<file path="config.mk">
export PLATFORM = sky130hd
export DESIGN_NAME = io_ctrl_flat
export DESIGN_NICKNAME = d
export VERILOG_FILES = /design/src/rtl/io_ctrl_if.sv /design/src/rtl/io_ctrl.sv /design/src/flat_wrapper.sv
export SDC_FILE = /design/constraint.sdc
export NUM_CORES = 1
export LEC_CHECK = 0
export BUFFER_PORTS_ARGS = -buffer_cell sky130_fd_sc_hd__buf_2
export CORE_MARGIN = 2
export CORE_UTILIZATION = 45
export DETAILED_ROUTE_END_ITERATION = 7
export PLACE_DENSITY = 0.79
export SYNTH_ARGS = -nofsm -noshare
export SYNTH_HDL_FRONTEND = slang
export SYNTH_SLANG_ARGS = --single-unit
</file>
<file path="constraint.sdc">
create_clock -name clk -period 1.91 [get_ports clk]
set_input_delay 0.191 -clock clk [delete_from_list [all_inputs] [get_ports clk]]
set_output_delay 0.191 -clock clk [all_outputs]
set_load 0.1 [all_outputs]
</file>
<file path="src/rtl/io_ctrl_if.sv">
// Load/store bus between the CPU datapath and io_ctrl.
// The master drives the effective address and strobes; io_ctrl answers with io_hit and rdata.
interface io_ctrl_if #(
  parameter int DBITS = 32
);
  logic [DBITS-1:0] addr;
  logic [DBITS-1:0] wdata;
  logic             we;
  logic             re;
  logic             io_hit;
  logic [DBITS-1:0] rdata;

  modport master (output addr, wdata, we, re, input io_hit, rdata);
  modport slave  (input addr, wdata, we, re, output io_hit, rdata);
endinterface

</file>
<file path="src/rtl/io_ctrl.sv">
// Memory-mapped I/O: HEX/LEDR/LEDG output registers plus synchronized KEY/SW inputs with sticky key-press flags.
// Define IO_DEBOUNCE_EN to add a per-bit stable-count filter on KEY and SW.
module io_ctrl #(
  parameter int               DBITS           = 32,
  parameter logic [DBITS-1:0] ADDR_HEX        = 32'hF0000000,
  parameter logic [DBITS-1:0] ADDR_LEDR       = 32'hF0000004,
  parameter logic [DBITS-1:0] ADDR_LEDG       = 32'hF0000008,
  parameter logic [DBITS-1:0] ADDR_KEY        = 32'hF0000010,
  parameter logic [DBITS-1:0] ADDR_SW         = 32'hF0000014,
  parameter int               DEBOUNCE_CYCLES = 16
) (
  input  logic        clk,
  input  logic        reset_n,
  io_ctrl_if.slave    bus,
  input  logic [3:0]  KEY,
  input  logic [9:0]  SW,
  output logic [15:0] HEX,
  output logic [9:0]  LEDR,
  output logic [7:0]  LEDG
);

  // Inputs are handled as one 14-bit vector: KEY in [3:0], SW in [13:4].
  localparam int             NIN    = 14;
  localparam logic [NIN-1:0] IN_RST = {10'b0, 4'hF};

  logic [NIN-1:0]   rawIn;
  logic [NIN-1:0]   sync1;
  logic [NIN-1:0]   sync2;
  logic [NIN-1:0]   filt;
  logic [3:0]       keyF;
  logic [3:0]       keyFd;
  logic [3:0]       press;
  logic [3:0]       pressSet;
  logic [3:0]       pressClr;
  logic [9:0]       swF;
  logic             hit;
  logic             wrHex;
  logic             wrLedr;
  logic             wrLedg;
  logic             wrKey;
  logic [DBITS-1:0] rdataMux;
  logic             unusedWdata;

  assign rawIn       = {SW, KEY};
  assign hit         = (bus.addr[31:8] == 24'hF00000);
  assign wrHex       = bus.we && hit && (bus.addr == ADDR_HEX);
  assign wrLedr      = bus.we && hit && (bus.addr == ADDR_LEDR);
  assign wrLedg      = bus.we && hit && (bus.addr == ADDR_LEDG);
  assign wrKey       = bus.we && hit && (bus.addr == ADDR_KEY);
  assign unusedWdata = ^bus.wdata[DBITS-1:16];

  always_ff @(posedge clk or negedge reset_n) begin
    if (!reset_n) begin
      sync1 <= IN_RST;
      sync2 <= IN_RST;
    end else begin
      sync1 <= rawIn;
      sync2 <= sync1;
    end
  end

`ifdef IO_DEBOUNCE_EN
  localparam int            CW      = (DEBOUNCE_CYCLES > 1) ? $clog2(DEBOUNCE_CYCLES) : 1;
  localparam logic [CW-1:0] CNT_MAX = CW'(DEBOUNCE_CYCLES - 1);

  logic [CW-1:0] cnt [NIN];

  // A bit only follows its synchronizer after staying different for DEBOUNCE_CYCLES edges.
  always_ff @(posedge clk or negedge reset_n) begin
    if (!reset_n) begin
      filt <= IN_RST;
      for (int i = 0; i < NIN; i++) cnt[i] <= '0;
    end else begin
      for (int i = 0; i < NIN; i++) begin
        if (sync2[i] == filt[i]) begin
          cnt[i] <= '0;
        end else if (cnt[i] == CNT_MAX) begin
          filt[i] <= sync2[i];
          cnt[i]  <= '0;
        end else begin
          cnt[i] <= cnt[i] + 1'b1;
        end
      end
    end
  end
`else
  localparam int unusedDebounce = DEBOUNCE_CYCLES;

  assign filt = sync2;
`endif

  assign keyF = filt[3:0];
  assign swF  = filt[13:4];

  // A press sets on a filtered 1->0 edge; set beats a same-cycle W1C.
  assign pressSet = keyFd & ~keyF;
  assign pressClr = wrKey ? bus.wdata[7:4] : 4'b0;

  always_ff @(posedge clk or negedge reset_n) begin
    if (!reset_n) begin
      keyFd <= 4'hF;
      press <= 4'b0;
    end else begin
      keyFd <= keyF;
      press <= (press & ~pressClr) | pressSet;
    end
  end

  always_ff @(posedge clk or negedge reset_n) begin
    if (!reset_n) begin
      HEX  <= '0;
      LEDR <= '0;
      LEDG <= '0;
    end else begin
      if (wrHex)  HEX  <= bus.wdata[15:0];
      if (wrLedr) LEDR <= bus.wdata[9:0];
      if (wrLedg) LEDG <= bus.wdata[7:0];
    end
  end

  // Reads see the registers before any same-cycle write lands.
  always_comb begin
    rdataMux = '0;
    if (bus.re && hit) begin
      case (bus.addr)
        ADDR_HEX:  rdataMux = DBITS'(HEX);
        ADDR_LEDR: rdataMux = DBITS'(LEDR);
        ADDR_LEDG: rdataMux = DBITS'(LEDG);
        ADDR_KEY:  rdataMux = DBITS'({press, ~keyF});
        ADDR_SW:   rdataMux = DBITS'(swF);
        default:   rdataMux = '0;
      endcase
    end
  end

  assign bus.rdata  = rdataMux;
  assign bus.io_hit = hit;

endmodule

</file>
<file path="src/flat_wrapper.sv">
// flat-port wrapper written by rule: the top's interface ports become plain ports
module io_ctrl_flat 
#(
  parameter int               DBITS           = 32,
  parameter logic [DBITS-1:0] ADDR_HEX        = 32'hF0000000,
  parameter logic [DBITS-1:0] ADDR_LEDR       = 32'hF0000004,
  parameter logic [DBITS-1:0] ADDR_LEDG       = 32'hF0000008,
  parameter logic [DBITS-1:0] ADDR_KEY        = 32'hF0000010,
  parameter logic [DBITS-1:0] ADDR_SW         = 32'hF0000014,
  parameter int               DEBOUNCE_CYCLES = 16
)
  (clk, reset_n, KEY, SW, HEX, LEDR, LEDG, bus_addr, bus_wdata, bus_we, bus_re, bus_io_hit, bus_rdata);
  io_ctrl_if #(.DBITS(DBITS)) bus_i ();
  input  logic clk;
  input  logic reset_n;
  input  logic [3:0] KEY;
  input  logic [9:0] SW;
  output logic [15:0] HEX;
  output logic [9:0] LEDR;
  output logic [7:0] LEDG;
  input wire logic [$bits(bus_i.addr)-1:0] bus_addr;
  input wire logic [$bits(bus_i.wdata)-1:0] bus_wdata;
  input wire logic [$bits(bus_i.we)-1:0] bus_we;
  input wire logic [$bits(bus_i.re)-1:0] bus_re;
  output wire logic [$bits(bus_i.io_hit)-1:0] bus_io_hit;
  output wire logic [$bits(bus_i.rdata)-1:0] bus_rdata;
  assign bus_i.addr = bus_addr;
  assign bus_i.wdata = bus_wdata;
  assign bus_i.we = bus_we;
  assign bus_i.re = bus_re;
  assign bus_io_hit = bus_i.io_hit;
  assign bus_rdata = bus_i.rdata;
  io_ctrl #(.DBITS(DBITS), .ADDR_HEX(ADDR_HEX), .ADDR_LEDR(ADDR_LEDR), .ADDR_LEDG(ADDR_LEDG), .ADDR_KEY(ADDR_KEY), .ADDR_SW(ADDR_SW), .DEBOUNCE_CYCLES(DEBOUNCE_CYCLES)) u_core (.clk(clk), .reset_n(reset_n), .bus(bus_i), .KEY(KEY), .SW(SW), .HEX(HEX), .LEDR(LEDR), .LEDG(LEDG));
endmodule
</file>
==> flow_summary.ini <==
[die]
placementRows = 30
die_w_um = 88.6
core_region_area_um2 = 6870
die_area_um2 = 7840
die_y_um = 88.6
start_util_pct = 46.8
io_pins = 149

[timing]
finalSetupViolCount = 0
period_share_pct = 96.3
tns_ns = 0
clock_skew_ns = 0.00666
period_minus_slack_ns = 1.84
drv_slew = 0
clock.fmax_mhz = 544
hold_viol_final = 0
rsz0062_at_grt = no

[cts]
cts_tree = done
numClockSinks = 70
clk_path_buf_depth = 2
clk_pin_slew_ns = 0.07
clock-root-buffer = clkbuf_8
clk_latency_ns = 0.35
cts_inserted_buffers = 9
h-tree-depth = 3

[synthesis]
synth.avg_cell_area_um2 = 13.3
yosysWarningCount = 0
syn_inst = 241
post_synth_main_area_contributors = dfrtp_1 (45%), dfstp_2 (9.8%), mux2_2 (9.1%)
ys_seq_elements = 70
synth.top_cell.area_share_pct = 45.1
syn_area_um2 = 3220
yosysSeqAreaShare_pct = 54.9
synth_largest_area_cell = dfrtp_1
synth.distinct_cells = 35

[worst_setup_path]
crit_arrival_ns = 1.65
r2r_cells = 1
crit_path_start_kind = flop
r2r-end = u_core.LEDG[2]$_DFFE_PN0P_
critical_path_class = flop to primary output
crit_start = u_core.HEX[5]$_DFFE_PN0P_
critPathCaptureType = primary output
crit_required_ns = 1.72
crit_fanout = 3
rrSetupSlack_ns = 1.10
r2r_start = u_core.LEDG[2]$_DFFE_PN0P_

[routing]
antenna_left = 0
routed_wl_um = 7970
first_pass_iters = 4
drt_iter0_drc = 124
wl_per_cell_um = 15.8
via_per_inst = 4.99
num_vias = 2508
drc_errors = 0

[hold_path]
hp-class = input port to flop
worst_hold_path.endpoint = u_core.HEX[15]$_DFFE_PN0P_
hold_start = bus_wdata[15]
hold_path_depth = 2

[global_route]
grt_first_pass_wirelength_um = 12000
gr-total-overflow = 0
grt_usage_pct = 20.9
first_global_vias = 2452
antenna_found_initial = 0
grt_max_degree = 43

[run_status]
status = finished clean

[placed_design]
port-buffer-count = 116
place_congestion = 0.775
hpwlAfterDp_um = 5810

[finish]
multi_input_area_um2 = 1410
final_cell_mix = buf_2 (98), dfrtp_1 (55), mux2_2 (26)
drive_gt1_share_pct = 59.2
nFillCells = 498
antenna_cells = 0
area_growth_pct = 48.5
fin_nets = 484
regArea_um2 = 1770
final_util_pct = 69.5
final_common_cell = buf_2

[power_and_ir_drop]
p_leak_nw = 2.34
peakVddDrop_v = 0.000525
power_density_nw_per_um2 = 664

[run]
maxCapViolCount = 0
cells by family (layout without fill, tap and decap cells):
kind of cell / after synthesis / count (layout) / synth area share [%]
other cells: 1 / 16 / 0.117
buf+inv: 30 / 181 / 5.68
compound gates: 31 / 31 / 6.07
mux: 48 / 48 / 17.6
flops: 70 / 70 / 54.9
simple gates: 61 / 61 / 15.6
per-stage QoR:
step	area (µm²)	worst slack, ns	hold WS, ns	std cells	power (mW)
global placement	4330	0.00630	0.0597	467	1.90
finish	4780	0.0714	0.0781	503	3.17
global route	4780	0.00434	0.0719	503	3.29
floorplan	3320	-0.299	-0.105	256	1.78
detailed placement	4330	-0.0275	0.0634	467	1.91
CTS	4730	0.00220	0.0695	499	3.20
critical path: stages (launching register included):
cell     delay, ns
dfrtp_1       0.41
mux2_2        0.27
a32oi_1       0.16
o22ai_1       0.12
and2_4        0.19
buf_12        0.16
registers in the layout, indices dropped and copies added (netlist names):
name and count:
u_core.HEX 16, u_core.LEDG 8, u_core.LEDR 10, u_core.filt 14
u_core.keyFd 4, u_core.press 4, u_core.sync1 14
cell type report:
class	instances	share of cell area, %
multi-input cells	156	29.6
well taps	96	2.51
inverters	5	0.393
clock buffers	13	2.91
repair buffers	160	26.1
flip-flops and latches	70	37.1
clock inverters	3	1.44
cells in the mapped netlist (all sizes together):
cell	instances
nor2	6
a32oi	4
a21oi	4
nand2	2
and2	11
nand3b	2
and3	2
nand4	2
inv	5
mux2	38
or3	1
nor2b	8
o21ai	11
nor4b	1
buf	19
dfrtp	58
clkbuf	6
nand3	12
nor3	4
o21a	4
mux2i	10
o22ai	4
and4b	1
o31ai	4
nor4	9
dfstp	12
conb	1
power breakdown:
part	total (mW)	switching [mW]	internal, mW
sequential	1.54	0.0129	1.53
combinational	0.375	0.258	0.117
clock	1.26	0.519	0.740
total	3.17	0.790	2.38
worst max-delay path by stage:
| stage | endpoint | slack (ns) | cells after the start |
|---|---|---|---|
| 2_1_floorplan | bus_rdata[5] | -0.30 | 4 |
| 3_3_place_gp | u_core.LEDR[7]$_DFFE_PN0P_ | 0.006 | 7 |
| 3_5_place_dp | u_core.LEDR[8]$_DFFE_PN0P_ | -0.03 | 7 |
| 4_1_cts | bus_rdata[9] | 0.002 | 7 |
| 5_1_grt | bus_rdata[9] | 0.004 | 7 |
| 6_report | bus_rdata[5] | 0.07 | 5 |
layer usage:
layer	share of wire [%]	vias up	track usage (%)
met2	49	122	35.2
li1	-	1155	-
met1	41	1216	26.2
met3	7.5	15	4.38
met4	1.7	0	8.82
met5	0	-	0
what timing repair did:
item,4_1_cts,5_1_grt
gates cloned,1,0
pin swaps,0,6
hold endpoints to repair,52,0
hold buffers,15,0
resized for setup,8,5
endpoints found under the setup margin,3,16
setup buffers,0,4
(Power assumes the default switching activity.)
